## src/rtl/quiz_round_engine_if.sv

```systemverilog
// Player/display bundle of the arithmetic-quiz engine: answer controls in, question/score display out.
interface quiz_round_engine_if #(
  parameter int unsigned OP_W   = 4,
  parameter int unsigned ANS_W  = 8,
  parameter int unsigned ROUNDS = 10
);
  logic              start;
  logic [1:0]        mode;
  logic [ANS_W-1:0]  answer_in;
  logic              check;
  logic [OP_W-1:0]   operand_a;
  logic [OP_W-1:0]   operand_b;
  logic [1:0]        op_code;
  logic [3:0]        seconds_left;
  logic [7:0]        round_idx;
  logic [7:0]        score;
  logic [ROUNDS-1:0] lights;
  logic              correct_flag;
  logic              wrong_flag;
  logic              timeout_flag;
  logic              done;

  modport master (
    output start, mode, answer_in, check,
    input  operand_a, operand_b, op_code, seconds_left, round_idx, score, lights,
           correct_flag, wrong_flag, timeout_flag, done
  );

  modport slave (
    input  start, mode, answer_in, check,
    output operand_a, operand_b, op_code, seconds_left, round_idx, score, lights,
           correct_flag, wrong_flag, timeout_flag, done
  );
endinterface

```

## src/rtl/quiz_round_engine.sv

```systemverilog
// Arithmetic-quiz engine: LFSR operands, timed question, grading on check press, score over ROUNDS.
module quiz_round_engine #(
  parameter int unsigned OP_W          = 4,
  parameter int unsigned ANS_W         = 8,
  parameter int unsigned ROUNDS        = 10,
  parameter int unsigned TICKS_PER_SEC = 50_000_000,
  parameter int unsigned TIME_LIMIT    = 9,
  parameter int unsigned FB_TICKS      = 25_000_000,
  parameter logic [15:0] LFSR_SEED     = 16'hACE1
) (
  input logic              clk,
  input logic              reset,
  quiz_round_engine_if.slave bus
);

  localparam int unsigned TICK_W = (TICKS_PER_SEC > 1) ? $clog2(TICKS_PER_SEC) : 1;
  localparam int unsigned FB_W   = (FB_TICKS > 1) ? $clog2(FB_TICKS) : 1;
  localparam logic [TICK_W-1:0] TICK_MAX = TICK_W'(TICKS_PER_SEC - 1);
  localparam logic [FB_W-1:0]   FB_MAX   = FB_W'(FB_TICKS - 1);

  typedef enum logic [2:0] {S_IDLE, S_GEN, S_ASK, S_FEEDBACK, S_DONE} state_t;

  state_t            state_q, state_d;
  logic [15:0]       lfsr_q, lfsr_d;
  logic              start_prev_q, check_prev_q;
  logic [OP_W-1:0]   a_q, a_d, b_q, b_d;
  logic [1:0]        op_q, op_d;
  logic [3:0]        sec_q, sec_d;
  logic [TICK_W-1:0] tick_q, tick_d;
  logic [FB_W-1:0]   fb_q, fb_d;
  logic [7:0]        round_q, round_d, score_q, score_d;
  logic              cor_q, cor_d, wr_q, wr_d, to_q, to_d;
  logic              start_edge, check_edge;
  logic [OP_W-1:0]   gen_a, gen_b;
  logic [ANS_W-1:0]  exp_val;
  logic [ROUNDS-1:0] lights;

  assign start_edge = bus.start & ~start_prev_q;
  assign check_edge = bus.check & ~check_prev_q;

  always_comb begin
    exp_val = '0;
    case (op_q)
      2'b00: exp_val = ANS_W'(a_q) + ANS_W'(b_q);
      2'b01: exp_val = ANS_W'(a_q) - ANS_W'(b_q);
      2'b10: exp_val = ANS_W'(a_q) * ANS_W'(b_q);
      default: exp_val = (b_q == '0) ? '0 : ANS_W'(a_q / b_q);
    endcase
  end

  always_comb begin
    state_d  = state_q;
    lfsr_d   = {1'b0, lfsr_q[15:1]} ^ (lfsr_q[0] ? 16'hB400 : 16'h0000);
    a_d      = a_q;
    b_d      = b_q;
    op_d     = op_q;
    sec_d    = sec_q;
    tick_d   = tick_q;
    fb_d     = fb_q;
    round_d  = round_q;
    score_d  = score_q;
    cor_d    = cor_q;
    wr_d     = wr_q;
    to_d     = to_q;
    gen_a    = lfsr_q[OP_W-1:0];
    gen_b    = lfsr_q[2*OP_W-1:OP_W];

    case (state_q)
      S_GEN: begin
        op_d = bus.mode;
        if (bus.mode == 2'b01 && gen_a < gen_b) begin
          a_d = gen_b;
          b_d = gen_a;
        end else begin
          a_d = gen_a;
          b_d = gen_b;
        end
        if (bus.mode == 2'b11 && gen_b == '0) b_d = OP_W'(1);
        sec_d   = 4'(TIME_LIMIT);
        tick_d  = '0;
        state_d = S_ASK;
      end
      S_ASK: begin
        if (check_edge) begin
          state_d = S_FEEDBACK;
          fb_d    = '0;
          round_d = round_q + 8'd1;
          if (bus.answer_in == exp_val) begin
            cor_d = 1'b1;
            if (score_q < 8'(ROUNDS)) score_d = score_q + 8'd1;
          end else begin
            wr_d = 1'b1;
          end
        end else if (sec_q == 4'd0) begin
          state_d = S_FEEDBACK;
          fb_d    = '0;
          round_d = round_q + 8'd1;
          to_d    = 1'b1;
        end else if (tick_q == TICK_MAX) begin
          tick_d = '0;
          sec_d  = sec_q - 4'd1;
        end else begin
          tick_d = tick_q + TICK_W'(1);
        end
      end
      S_FEEDBACK: begin
        if (fb_q == FB_MAX) begin
          cor_d   = 1'b0;
          wr_d    = 1'b0;
          to_d    = 1'b0;
          state_d = (round_q == 8'(ROUNDS)) ? S_DONE : S_GEN;
        end else begin
          fb_d = fb_q + FB_W'(1);
        end
      end
      default: ;
    endcase

    // A start edge in any state begins a fresh game and overrides any grading decided above.
    if (start_edge) begin
      state_d = S_GEN;
      score_d = '0;
      round_d = '0;
      cor_d   = 1'b0;
      wr_d    = 1'b0;
      to_d    = 1'b0;
    end
  end

  always_ff @(posedge clk) begin
    if (reset) begin
      state_q      <= S_IDLE;
      lfsr_q       <= LFSR_SEED;
      start_prev_q <= 1'b0;
      check_prev_q <= 1'b0;
      a_q          <= '0;
      b_q          <= '0;
      op_q         <= '0;
      sec_q        <= '0;
      tick_q       <= '0;
      fb_q         <= '0;
      round_q      <= '0;
      score_q      <= '0;
      cor_q        <= 1'b0;
      wr_q         <= 1'b0;
      to_q         <= 1'b0;
    end else begin
      state_q      <= state_d;
      lfsr_q       <= lfsr_d;
      start_prev_q <= bus.start;
      check_prev_q <= bus.check;
      a_q          <= a_d;
      b_q          <= b_d;
      op_q         <= op_d;
      sec_q        <= sec_d;
      tick_q       <= tick_d;
      fb_q         <= fb_d;
      round_q      <= round_d;
      score_q      <= score_d;
      cor_q        <= cor_d;
      wr_q         <= wr_d;
      to_q         <= to_d;
    end
  end

  always_comb begin
    lights = '0;
    for (int unsigned i = 0; i < ROUNDS; i++) lights[i] = (score_q > 8'(i));
  end

  assign bus.operand_a    = a_q;
  assign bus.operand_b    = b_q;
  assign bus.op_code      = op_q;
  assign bus.seconds_left = sec_q;
  assign bus.round_idx    = round_q;
  assign bus.score        = score_q;
  assign bus.lights       = lights;
  assign bus.correct_flag = cor_q;
  assign bus.wrong_flag   = wr_q;
  assign bus.timeout_flag = to_q;
  assign bus.done         = (state_q == S_DONE);

endmodule
```

## src/flat_wrapper.sv

```systemverilog
// flat-port wrapper written by rule: the top's interface ports become plain ports
module quiz_round_engine_flat 
#(
  parameter int unsigned OP_W          = 4,
  parameter int unsigned ANS_W         = 8,
  parameter int unsigned ROUNDS        = 10,
  parameter int unsigned TICKS_PER_SEC = 50_000_000,
  parameter int unsigned TIME_LIMIT    = 9,
  parameter int unsigned FB_TICKS      = 25_000_000,
  parameter logic [15:0] LFSR_SEED     = 16'hACE1
)
  (clk, reset, bus_start, bus_mode, bus_answer_in, bus_check, bus_operand_a, bus_operand_b, bus_op_code, bus_seconds_left, bus_round_idx, bus_score, bus_lights, bus_correct_flag, bus_wrong_flag, bus_timeout_flag, bus_done);
  quiz_round_engine_if #(.OP_W(OP_W), .ANS_W(ANS_W), .ROUNDS(ROUNDS)) bus_i ();
  input logic clk;
  input logic reset;
  input wire logic [$bits(bus_i.start)-1:0] bus_start;
  input wire logic [$bits(bus_i.mode)-1:0] bus_mode;
  input wire logic [$bits(bus_i.answer_in)-1:0] bus_answer_in;
  input wire logic [$bits(bus_i.check)-1:0] bus_check;
  output wire logic [$bits(bus_i.operand_a)-1:0] bus_operand_a;
  output wire logic [$bits(bus_i.operand_b)-1:0] bus_operand_b;
  output wire logic [$bits(bus_i.op_code)-1:0] bus_op_code;
  output wire logic [$bits(bus_i.seconds_left)-1:0] bus_seconds_left;
  output wire logic [$bits(bus_i.round_idx)-1:0] bus_round_idx;
  output wire logic [$bits(bus_i.score)-1:0] bus_score;
  output wire logic [$bits(bus_i.lights)-1:0] bus_lights;
  output wire logic [$bits(bus_i.correct_flag)-1:0] bus_correct_flag;
  output wire logic [$bits(bus_i.wrong_flag)-1:0] bus_wrong_flag;
  output wire logic [$bits(bus_i.timeout_flag)-1:0] bus_timeout_flag;
  output wire logic [$bits(bus_i.done)-1:0] bus_done;
  assign bus_i.start = bus_start;
  assign bus_i.mode = bus_mode;
  assign bus_i.answer_in = bus_answer_in;
  assign bus_i.check = bus_check;
  assign bus_operand_a = bus_i.operand_a;
  assign bus_operand_b = bus_i.operand_b;
  assign bus_op_code = bus_i.op_code;
  assign bus_seconds_left = bus_i.seconds_left;
  assign bus_round_idx = bus_i.round_idx;
  assign bus_score = bus_i.score;
  assign bus_lights = bus_i.lights;
  assign bus_correct_flag = bus_i.correct_flag;
  assign bus_wrong_flag = bus_i.wrong_flag;
  assign bus_timeout_flag = bus_i.timeout_flag;
  assign bus_done = bus_i.done;
  quiz_round_engine #(.OP_W(OP_W), .ANS_W(ANS_W), .ROUNDS(ROUNDS), .TICKS_PER_SEC(TICKS_PER_SEC), .TIME_LIMIT(TIME_LIMIT), .FB_TICKS(FB_TICKS), .LFSR_SEED(LFSR_SEED)) u_core (.clk(clk), .reset(reset), .bus(bus_i));
endmodule
```

## config.mk

```make
export PLATFORM = sky130hd
export DESIGN_NAME = quiz_round_engine_flat
export DESIGN_NICKNAME = d
export VERILOG_FILES = /design/src/rtl/quiz_round_engine_if.sv /design/src/rtl/quiz_round_engine.sv /design/src/flat_wrapper.sv
export SDC_FILE = /design/constraint.sdc
export NUM_CORES = 1
export LEC_CHECK = 0
export ABC_AREA = 1
export CORE_MARGIN = 10
export CORE_UTILIZATION = 54
export DETAILED_ROUTE_END_ITERATION = 6
export PLACE_DENSITY = 0.78
export SLEW_MARGIN = 20
export SYNTH_ARGS = -nofsm -noshare
export SYNTH_HDL_FRONTEND = slang
export SYNTH_SLANG_ARGS = --single-unit
```

## constraint.sdc

```tcl
create_clock -name clk -period 8.5 [get_ports clk]
set_clock_uncertainty 0.2 [all_clocks]
set_input_delay 0.85 -clock clk [delete_from_list [all_inputs] [get_ports clk]]
set_output_delay 0.85 -clock clk [all_outputs]
set_load 0.01 [all_outputs]
```

---- Yosys cells after proc, flatten, opt, wreduce, memory -nomap -nowiden ----
Cells that the tools add are included.
storage, ports and cells
  flip-flop bits (word level) ............. 105
  input bits .............................. 14
  word-level logic and storage cells ...... 124
operators by class
  $add $sub $neg .......................... 7
  multiply operators ...................... 1
  div/mod/pow operators ................... 1
  $lt $le $gt $ge ......................... 12
  equal/unequal tests ..................... 24
  mux-type cells .......................... 36
  bitwise operators ....................... 5
  reduce and logical (&&, ||, !) cells .... 22
operators with widths
  operator                                                        number
  2-to-1 mux 26 bit                                               3
  2-to-1 mux 25 bit                                               3
  one-hot mux 26 bit (2 select lines)                             1
  one-hot mux 25 bit (2 select lines)                             1
  greater-than comparator 8 x 3 -> 1 bit (second input constant)  4
  adder 26 x 1 -> 26 bit (second input constant)                  1
  equality test 26 bit (second input constant)                    1
  adder 25 x 1 -> 25 bit (second input constant)                  1
  equality test 25 bit (second input constant)                    1
  2-to-1 mux 4 bit                                                6
  2-to-1 mux 8 bit                                                3
  one-hot mux 8 bit (3 select lines)                              1
  AND reduction 4 bit                                             5
  adder 8 x 1 -> 8 bit (second input constant)                    2
  greater-than comparator 8 x 1 -> 1 bit (second input constant)  2
  greater-than comparator 8 x 2 -> 1 bit (second input constant)  2
  greater-than comparator 8 x 4 -> 1 bit (second input constant)  2
  2-to-1 mux 16 bit                                               1
  XOR 15 x 16 -> 16 bit                                           1
  zero test 4 bit                                                 3
  2-to-1 mux 3 bit                                                4
  AND reduction 3 bit                                             4
  inequality test 2 x 1 -> 1 bit (second input constant)          5
  one-hot mux 3 bit (3 select lines)                              1
  other kinds (29)                                                50

---- Depth between registers and ports, before layout ----
  depth in word-level cells ............... 7
  gate-level depth with buffers ........... 75
  gate-level depth less buffers ........... 75

---- Least setup slack after synthesis ----
Ideal clock, no wire load.
  kind .................................... reg2reg
  start ................................... register u_core.b_q[0], in the netlist u_core.bus.operand_b[0]
  end ..................................... register u_core.score_q[2], in the netlist u_core.bus.score[2]
  library setup time ...................... 120 ps
  data arrival time ....................... 8131 ps
  data required time ...................... 8180 ps
  setup slack ............................. 49 ps
  stages on the path, launching flop included .. 70
  clock period less this slack ............ 8451 ps
  path through ............................ dfxtp_1 inv_1 ha_1 nor2_1 xor2_1 nand2_4 nand2_1 inv_1 ha_1 inv_1 nor2_1 nand2_1 nand2_1 nor2_2 o21ai_1 and2_1 ha_1 nand4_1 (+34 left out) nand2_2 inv_1 nand2_1 o21ai_0 ha_1 o21a_1 o21ai_0 nand2_1 a21oi_1 nand2_1 nand2_1 nand3_4 nand2_2 nand2_4 nor2_8 nand3_2 nand2_1 a21oi_1
between the ends
  word-level cells in the longest chain between the ends .. 5
  elaborated cells on any way between the ends .. 9
ends and longest elaborated chain
  what                                                       RTL line                  RTL
  start, declared                                            quiz_round_engine.sv:26   logic [OP_W-1:0] a_q, a_d, b_q, b_d;
  start signal, assigned                                     quiz_round_engine.sv:137  b_q <= '0;
  start signal, assigned                                     quiz_round_engine.sv:153  b_q <= b_d;
  divider 4 x 4 -> 8 bit or zero test 4 bit (tied branches)  quiz_round_engine.sv:47   default: exp_val = (b_q == '0) ? '0 : ANS_W'(a_q / b_q);
  2-to-1 mux 8 bit                                           quiz_round_engine.sv:47
  one-hot mux 8 bit (3 select lines) *                       quiz_round_engine.sv:43   case (op_q)
  equality test 8 bit *                                      quiz_round_engine.sv:88   if (bus.answer_in == exp_val) begin
  AND reduction 4 bit (no source line) *                     -
  end signal, assigned                                       quiz_round_engine.sv:159  score_q <= score_d;
  end, declared                                              quiz_round_engine.sv:31   logic [7:0] round_q, round_d, score_q, score_d;
Every way passes the cells marked *; elsewhere a longest branch is shown, timed or not.
A chain may end at the register's enable or synchronous reset.

---- Worst setup path in the final report ----
  start ................................... register u_core.b_q[1], in the netlist u_core.bus.operand_b[1]
  end ..................................... register u_core.score_q[0], in the netlist u_core.bus.score[0]
Same word-level chain as after synthesis.

==> metrics.txt <==
status=finished clean; DR iter-0 viols=310; # IOs=58; antenna violations before repair=0; fmax=around 120 MHz; Initial Utilization=54.8%; hold_ws=0.210 ns; # nets final=about 1200; Via density=about 5.2; CTS tree=yes; asr flop ratio synth=0%; die height=136 um; global-route wire length before repair=28.6 mm; CP startpoint kind=flip-flop; Setup Viol. Count Final=0; Root Driver=clkbuf_16; number of cells on the critical path=67; placed cell area=approximately 8100 um^2; Worst Hold Class=flip-flop to flip-flop; post-DR wirelength/cell=13.2 um; Final Hold Viols=0; drt pass-1 iters=4; Clock Path Buffers=2; Max Fanout on Critical Path=7; number of flops mapped to enable cells by yosys=0; H-tree depth=3; Critical Path Slowest Stage Cell=dfxtp_1; area leader, netlist=dfxtp_1; Reg-to-Reg Start=u_core.bus.operand_b[1]; die width=136 um; Port Buffers=57; ANT cells=0; synthesized instance count=1022; kind of critical path=flip-flop to flip-flop; most used cell, CP=nand2_1; crit-path leading delay family=simple AND/OR/NAND/NOR gates; Routed WL=17.1 mm; slew at the pin with the worst max-slew slack=0.930 ns; fin area=8750 um^2; CTS buffer count=9; top-area cell type share of the netlist area=29.1%; multi-input combinational cell area=4650 um^2; Buf/Inv on CP=10; Critical Path End Type=flip-flop; pre-CTS setup slack=-0.239 ns; Setup crit start=u_core.bus.operand_b[1]; slowest stage delay, CP=between 0.3 and 0.4 ns; Ys Warns=0; Seq/Total Area, Yosys=29.1%; FP Rows=42; top post-synthesis cells by count=nand2_1 (164), inv_1 (153), nor2_1 (106); grt ovf=0; flops & latches, synth=105; Worst Path Required=8.51 ns; Syn-to-layout area delta=21.2%; die area=18400 um^2; Final ANT Viol Nets=0; dominant cells by area after synthesis=dfxtp_1 (29%), ha_1 (11%), nand2_1 (8.5%); vias in the first global route=6329; average size of a mapped cell=about 7 um^2; Num Clock Sinks=approximately 110; hold path depth=2; DRC errors left=0; fraction of layout instances using a drive strength above 1=15.9%; fin crit period=8.05 ns; Fillers=approximately 1100; clock latency on the worst-skew pair=~0.35 ns; Register Area=roughly 2100 um^2; Hold Crit Start=u_core.lfsr_q[9]; post-synth cell types=53; Worst EP arrival=8.07 ns; worst reg-to-reg path cell count=67; DP HPWL=12.4 mm; Final Cycle Share=94.8%; setup slack after layout=0.445 ns; Routability Congestion=between 0.8 and 0.9; max-cap violations=0; core area=13200 um^2; largest net degree at the start of global routing=25; relative slew slack=37.7%; most frequent cell after synthesis=nand2_1; All-Layer GR Usage=between 15 and 20%; total number of vias=6754; CTS clock-pin slew for the worst setup and hold paths=0.07 ns; fin. max-slew vios=0; Top FF cell, synth=dfxtp_1; synthesized area=7220 um^2
-- repair_timing --
action	4_1_cts	5_1_grt
setup buffers	2	12
endpoints found under the setup margin	6	6
resized for setup	13	38
hold buffers	0	0
pin swaps	6	22
-- flip-flops by register name, summed over array words and instances, names as in the netlist, 4 cells and up --
register	flops
u_core.tick_q	26
u_core.fb_q	25
u_core.lfsr_q	16
u_core.bus.round_idx	8
u_core.bus.score	8
u_core.bus.operand_a	4
u_core.bus.operand_b	4
u_core.bus.seconds_left	4
-- area by class of cell --
type	count	area share [%]
clock buffers	11	2.66
clock inverters	5	1.19
inverters	178	7.68
multi-input cells	734	53.2
flip-flops and latches	105	24.0
well taps	176	2.52
repair buffers	83	8.75
-- layer usage --
layer | vias up | share of wire [%] | track usage, %
met5 | - | 0 | 0
li1 | 3522 | - | -
met2 | 113 | 49 | 31.6
met4 | 0 | 1.3 | 4.90
met1 | 3102 | 46 | 22.5
met3 | 17 | 4.2 | 3.64
-- kinds of logic (layout without fill, tap and decap cells) --
kind of cell,Yosys count,in the layout,share of synthesized area (%)
and+or+nand+nor,464,464,32.7
buffers and inverters,186,277,9.68
AOI/OAI and AO/OA,178,178,13.6
DFF,105,105,29.1
adders and majority gates,68,68,12.4
xor gates and xnor gates,20,20,2.43
other,1,4,0.0519
-- worst min-delay path, cell delays in order, from the launching register on --
cell and delay (ns):
dfxtp_1 0.30, inv_1 0.04, nor2_1 0.03
-- cells in the final DEF (no fill, tap or decap), types with 8 or more instances in the layout --
cell type          n
nand4_1           21
nor2_1           101
nor2_4            12
nand3_1           41
buf_4             26
inv_2             26
nand2_2           19
a21oi_1           73
nand2_4           11
nor3b_1            9
ha_1              54
o21ai_0           53
nor4_1             8
nor2_2            18
inv_1            149
xor2_1            12
nor3_1            31
dfxtp_1          104
ha_4               8
nand2_1          156
clkbuf_16          9
or2_2              9
clkdlybuf4s50_1   57
-- through the flow --
stage	setup TNS, ns	cells	util, %
floorplan	0	1025	-
global placement	0	1262	61.3
detailed placement	-1.23	1262	61.3
CTS	0	1280	64.3
global route	-0.690	1292	66.4
finish	0	1292	66.4
-- worst paths after layout --
check	end	slack [ns]
max	u_core.bus.score[0]	0.45
max reg2reg	u_core.bus.score[0]	0.45
min reg2reg	u_core.lfsr_q[8]	0.21
min	u_core.lfsr_q[8]	0.21
Power is not shown: default switching activity piles up to over one toggle a cycle in this logic, so the estimate is an artifact.
